`src/rtl/tl_dll_tx_vc_arb.sv`:
```
`default_nettype none
// ============================================================================
// Module   : tl_dll_tx_vc_arb
// Purpose  : Per-VC store-and-forward TLP FIFOs with round-robin whole-TLP
//            arbitration onto the DLL transmit port.
//            Option macro TL_DLL_TX_LINKDOWN_FLUSH_EN: flush on linkup fall.
// Revision : 1.0 - initial release
// ============================================================================
module tl_dll_tx_vc_arb #(
  parameter int DATA_W = 32,
  parameter int N_VC   = 8,
  parameter int DEPTH  = 16,
  parameter int VC_W   = (N_VC > 1) ? $clog2(N_VC) : 1
) (
  input  logic                   tl_dll_clk,
  input  logic                   arst,
  input  logic                   linkup,
  input  logic [N_VC-1:0]        dll_vc_up,
  input  logic [N_VC*DATA_W-1:0] tl_data_i,
  input  logic [N_VC-1:0]        tl_valid_i,
  input  logic [N_VC-1:0]        tl_last_i,
  output logic [N_VC-1:0]        tl_ready_o,
  output logic [DATA_W-1:0]      tx_data_o,
  output logic                   tx_valid_o,
  output logic                   tx_last_o,
  input  logic                   tx_ready_i,
  output logic [VC_W-1:0]        vc_num,
  output logic [N_VC-1:0]        tlp_pending_o
);

  localparam int c_PTR_W = $clog2(DEPTH);
  localparam int c_CNT_W = $clog2(DEPTH + 1);
  localparam logic [c_CNT_W-1:0] c_DEPTH_CNT = c_CNT_W'(DEPTH);
  localparam logic [VC_W:0] c_NVC_EXT = (VC_W + 1)'(N_VC);

  localparam logic [0:0] S_IDLE = 1'b0;
  localparam logic [0:0] S_SEND = 1'b1;

  logic [0:0]      r_state;
  logic [VC_W-1:0] r_last_grant;
  logic [N_VC-1:0] w_push;
  logic [N_VC-1:0] w_pop;
  logic [N_VC-1:0] w_eligible;
  logic [DATA_W:0] w_head [N_VC];
  logic            w_flush;
  logic            w_any_elig;
  logic [VC_W-1:0] w_grant;
  logic [VC_W:0]   w_idx;
  logic            w_head_last;

`ifdef TL_DLL_TX_LINKDOWN_FLUSH_EN
  logic r_linkup_d;

  always_ff @(posedge tl_dll_clk or posedge arst) begin
    if (arst) begin
      r_linkup_d <= 1'b0;
    end else begin
      r_linkup_d <= linkup;
    end
  end

  assign w_flush = r_linkup_d & ~linkup;
`else
  assign w_flush = 1'b0;
`endif

  for (genvar gi = 0; gi < N_VC; gi++) begin : g_vc
    logic [DATA_W:0]      r_mem [DEPTH];
    logic [c_PTR_W-1:0]   r_wptr;
    logic [c_PTR_W-1:0]   r_rptr;
    logic [c_CNT_W-1:0]   r_count;
    logic [c_CNT_W-1:0]   r_tlp_cnt;
    logic                 w_push_last;
    logic                 w_pop_last;

    // Ready looks only at the registered count, so a full FIFO refuses a push
    // even in a cycle where it is also being popped.
    assign tl_ready_o[gi]    = (r_count < c_DEPTH_CNT);
    assign w_push[gi]        = tl_valid_i[gi] & tl_ready_o[gi] & ~w_flush;
    assign w_pop[gi]         = (r_state == S_SEND) & (vc_num == VC_W'(gi)) & tx_ready_i;
    assign w_head[gi]        = r_mem[r_rptr];
    assign w_push_last       = w_push[gi] & tl_last_i[gi];
    assign w_pop_last        = w_pop[gi] & w_head[gi][DATA_W];
    assign tlp_pending_o[gi] = (r_tlp_cnt != '0);
    assign w_eligible[gi]    = linkup & dll_vc_up[gi] & tlp_pending_o[gi];

    always_ff @(posedge tl_dll_clk) begin
      if (w_push[gi]) begin
        r_mem[r_wptr] <= {tl_last_i[gi], tl_data_i[gi*DATA_W +: DATA_W]};
      end
    end

    always_ff @(posedge tl_dll_clk or posedge arst) begin
      if (arst) begin
        r_wptr    <= '0;
        r_rptr    <= '0;
        r_count   <= '0;
        r_tlp_cnt <= '0;
      end else if (w_flush) begin
        r_wptr    <= '0;
        r_rptr    <= '0;
        r_count   <= '0;
        r_tlp_cnt <= '0;
      end else begin
        if (w_push[gi]) begin
          r_wptr <= r_wptr + 1'b1;
        end
        if (w_pop[gi]) begin
          r_rptr <= r_rptr + 1'b1;
        end
        case ({w_push[gi], w_pop[gi]})
          2'b10:   r_count <= r_count + 1'b1;
          2'b01:   r_count <= r_count - 1'b1;
          default: r_count <= r_count;
        endcase
        case ({w_push_last, w_pop_last})
          2'b10:   r_tlp_cnt <= r_tlp_cnt + 1'b1;
          2'b01:   r_tlp_cnt <= r_tlp_cnt - 1'b1;
          default: r_tlp_cnt <= r_tlp_cnt;
        endcase
      end
    end
  end

  // Round-robin search starting one past the previous grant.
  always_comb begin
    w_any_elig = 1'b0;
    w_grant    = '0;
    w_idx      = '0;
    for (int k = 1; k <= N_VC; k++) begin
      w_idx = {1'b0, r_last_grant} + (VC_W + 1)'(k);
      if (w_idx >= c_NVC_EXT) begin
        w_idx = w_idx - c_NVC_EXT;
      end
      if (!w_any_elig && w_eligible[w_idx[VC_W-1:0]]) begin
        w_any_elig = 1'b1;
        w_grant    = w_idx[VC_W-1:0];
      end
    end
  end

  assign w_head_last = w_head[vc_num][DATA_W];

  always_ff @(posedge tl_dll_clk or posedge arst) begin
    if (arst) begin
      r_state      <= S_IDLE;
      r_last_grant <= VC_W'(N_VC - 1);
      vc_num       <= '0;
    end else if (w_flush) begin
      r_state <= S_IDLE;
    end else begin
      case (r_state)
        S_IDLE: begin
          if (w_any_elig) begin
            r_state      <= S_SEND;
            vc_num       <= w_grant;
            r_last_grant <= w_grant;
          end
        end
        S_SEND: begin
          if (tx_ready_i && w_head_last) begin
            r_state <= S_IDLE;
          end
        end
        default: r_state <= S_IDLE;
      endcase
    end
  end

  assign tx_valid_o = (r_state == S_SEND);
  assign tx_data_o  = tx_valid_o ? w_head[vc_num][DATA_W-1:0] : '0;
  assign tx_last_o  = tx_valid_o & w_head_last;

endmodule
`default_nettype wire

```
`config.mk`:
```
export PLATFORM = sky130hd
export DESIGN_NAME = tl_dll_tx_vc_arb
export DESIGN_NICKNAME = d
export VERILOG_FILES = /design/src/rtl/tl_dll_tx_vc_arb.sv
export SDC_FILE = /design/constraint.sdc
export NUM_CORES = 2
export LEC_CHECK = 0
export BUFFER_PORTS_ARGS = -buffer_cell sky130_fd_sc_hd__buf_4
export CELL_PAD_IN_SITES_DETAIL_PLACEMENT = 0
export CELL_PAD_IN_SITES_GLOBAL_PLACEMENT = 1
export CORE_ASPECT_RATIO = 0.8
export CORE_MARGIN = 3
export CORE_UTILIZATION = 51
export CTS_CLUSTER_DIAMETER = 150
export CTS_CLUSTER_SIZE = 28
export DETAILED_ROUTE_END_ITERATION = 16
export PLACE_DENSITY_LB_ADDON = 0.25
export SETUP_SLACK_MARGIN = 0.1
export SYNTH_ARGS = -nofsm -noshare
export SYNTH_HDL_FRONTEND = slang
export SYNTH_MEMORY_MAX_BITS = 65536
export SYNTH_SLANG_ARGS = --single-unit
```
`constraint.sdc`:
```
create_clock -name tl_dll_clk -period 4.31 [get_ports tl_dll_clk]
set_clock_uncertainty 0.1 [all_clocks]
set_input_delay 0.431 -clock tl_dll_clk [delete_from_list [all_inputs] [get_ports tl_dll_clk]]
set_output_delay 0.431 -clock tl_dll_clk [all_outputs]
set_load 0.01 [all_outputs]
```
==> metrics.txt <==
H-tree Lvls 4; Max stage delay on crit path 650 ps; setup violators final 33; Hold WC Path Type in -> reg; Worst Hold Slack 207 ps; Rows 189; static leakage around 0.060 uW; Netlist cell types 64; root buffer cell clkbuf_16; CP endpoint kind output pin; Final Hold Vio Count 0; syn_nets 7551; Max Slew Vio Count 0; CP startpoint kind flip-flop; nets@finish around 8400; Yosys top cell area share 0.745; status finished, violations left; Cell Pwr Density 564 nW/um2; Die H ~520 um; vias in the first global route 77858; cell accounting for the most synthesized area edfxtp_1; Post-synth top flop edfxtp_1; crit path max-delay cell type mux4_2; final wirelength 431000 um; global-route wire length before repair around 600000 um; PortBufs 336; critical setup path kind reg -> out; core area 332000 um2; Slew @ Worst Pin 1170 ps; Netlist Area Pre-Place about 170000 um2; delay-heaviest family, CP multiplexers; Placement Setup Slack 248 ps; Final min period 4650 ps; total grt overflow 0; EDFF count, synth 4224; ys async rst share 0.0345; clock sink count roughly 4400; worst setup margin -339 ps; sequential share of the synthesized area 0.767; cells along the critical path buf_6, buf_12, buf_16, mux4_2, mux4_2, mux4_2, mux2i_1, buf_4, nor2_1, buf_4; Max Cap Violations 0; RD Place Congestion between 0.8 and 0.9; CP required around 3800 ps; initial antenna violation count 122; fin area 191000 um2; cts bufs inserted 182; slew margin rel. 0.222; Synth Register Bits 4375; initial core utilization 0.513; critical path data arrival time 4120 ps; Total GRT Usage 0.252; Ys Warns 0; vias 79835; Fmax 0.215 GHz; DR WL/cell 34.4 um; die width 652 um; DR vias/cell 6.37; Synth area leaders edfxtp_1 74%, mux4_2 18%, dfrtp_1 2.2%, ha_1 0.78%, clkbuf_1 0.56%; I/O pin cnt between 300 and 400; Worst-path clk slew 120 ps; commonest cells after routing, fill and taps aside 4224 x edfxtp_1, 1387 x mux4_2, 613 x buf_4, 275 x dlygate4sd3_1, 196 x clkbuf_16; average size of a mapped cell 23.8 um2; buffers and inverters on the worst path 5; Clock Latency Late Sink just over 900 ps; RSZ-0062 raised after global routing yes; fin crit share 1.08; Longest Clk Path Bufs 4; most common cell after layout, fill and taps aside edfxtp_1; Max FO, Critical Path 8; Mapped Cells 7145; Area Growth Syn to Fin 12.2%; Area after DPL 181000 um2; ANT nets after route 0; hpwl dp 263000 um; DR iter-0 viols 10781; drc violations 0; failing checks negative setup slack; largest net degree at the start of global routing 100; TritonCTS clock tree yes; CP dominant cell by count mux4_2; maximum vdd drop ~0.00039 V; fraction of layout cells with a size suffix above 1 0.318; DRT Pass-1 Iters 5; Fill cells roughly 24000; die area 341000 um2
==> report_power, final <==
group	switching, uW	internal, uW
registers	1340	48200
clock network	12300	8100
logic	19500	18300
==> logic make-up after synthesis <==
| logic type | after synthesis | share of synthesized area |
|---|---|---|
| flops | 4375 | 0.767 |
| mux | 1451 | 0.187 |
| buf+inv | 459 | 0.0104 |
| simple gates | 415 | 0.0114 |
| compound gates | 192 | 0.00758 |
| xor+xnor | 131 | 0.00674 |
| fa+ha+maj | 122 | 0.00967 |
==> tightest hold or removal path: stages <==
cell	delay, ps
dlygate4sd3_1	530
buf_4	130
a21oi_1	60
==> final cells by class <==
type                       count  area, um2  area share
clock buffer                 278       4980      0.0260
timing repair buffer        1052      10700      0.0562
antenna                       33       82.6    0.000432
tap                         4393       5500      0.0288
sequential                  4375     131000       0.684
inverter                      86        332     0.00173
clock inverter                 6       73.8    0.000386
multi-input combinational   2311      38700       0.203
==> sequential cells by signal, indices dropped and copies added (netlist names) <==
| register | cells |
|---|---|
| tx_valid_o | 1 |
| g_vc.r_wptr | 32 |
| g_vc.r_rptr | 32 |
| r_last_grant | 3 |
| g_vc.r_mem | 4224 |
| g_vc.r_tlp_cnt | 40 |
| g_vc.r_count | 40 |
| vc_num | 3 |
==> path summary, 6_finish.rpt <==
kind	slack (ps)	cells after the start	to	start
setup / recovery	-340	10	tx_data_o[23]	g_vc[2].r_rptr[0]
hold / removal	210	3	tx_valid_o	tx_ready_i
setup reg to reg	270	16	g_vc[5].r_tlp_cnt[4]	g_vc[5].r_rptr[0]
hold reg to reg	370	1	g_vc[2].r_tlp_cnt[4]	g_vc[2].r_tlp_cnt[4]
max in group asynchronous	2910	4	g_vc[2].r_rptr[0]	arst
min in group asynchronous	310	4	g_vc[4].r_rptr[1]	arst
==> layer usage <==
metal,GRT usage,share of wire,vias up
met3,0.0437,0.093,478
met2,0.378,0.46,3810
met5,0,0.00030,-
met4,0.0520,0.025,22
met1,0.397,0.42,43575
li1,-,-,31950
==> through the flow <==
| stage | util | TNS [ps] | std cells | power, uW |
|---|---|---|---|---|
| 3_5_place_dp | 0.546 | 0 | 11838 | 85600 |
| 6_report | 0.576 | -9110 | 12534 | 108000 |
| 5_1_grt | 0.576 | -11630 | 12514 | 112000 |
| 2_1_floorplan | - | 0 | 7145 | 71300 |
| 4_1_cts | 0.574 | -11120 | 12466 | 108000 |
| 3_3_place_gp | 0.546 | 0 | 11838 | 85200 |
==> synth_stat cells, types with 38 or more instances <==
master	number
xor2_1	50
edfxtp_1	4224
buf_1	85
and2_1	53
nand2_1	117
xnor2_1	81
mux4_2	1387
clkbuf_1	256
mux2i_1	49
inv_1	84
nor2_1	139
dfrtp_1	148
ha_1	106
o21ai_0	52
a21oi_1	38
==> repair_timing <==
| item | in CTS | in global routing |
|---|---|---|
| setup endpoints to repair | 33 | 38 |
| endpoints found under the hold margin | 4398 | 0 |
| pin swaps | 4 | 4 |
| buffers inserted | 50 | 24 |
| hold buffers | 275 | 0 |
| resized for setup | 96 | 26 |
| gates cloned | 19 | 11 |
No activity file was read; power rests on OpenSTA's default activity.
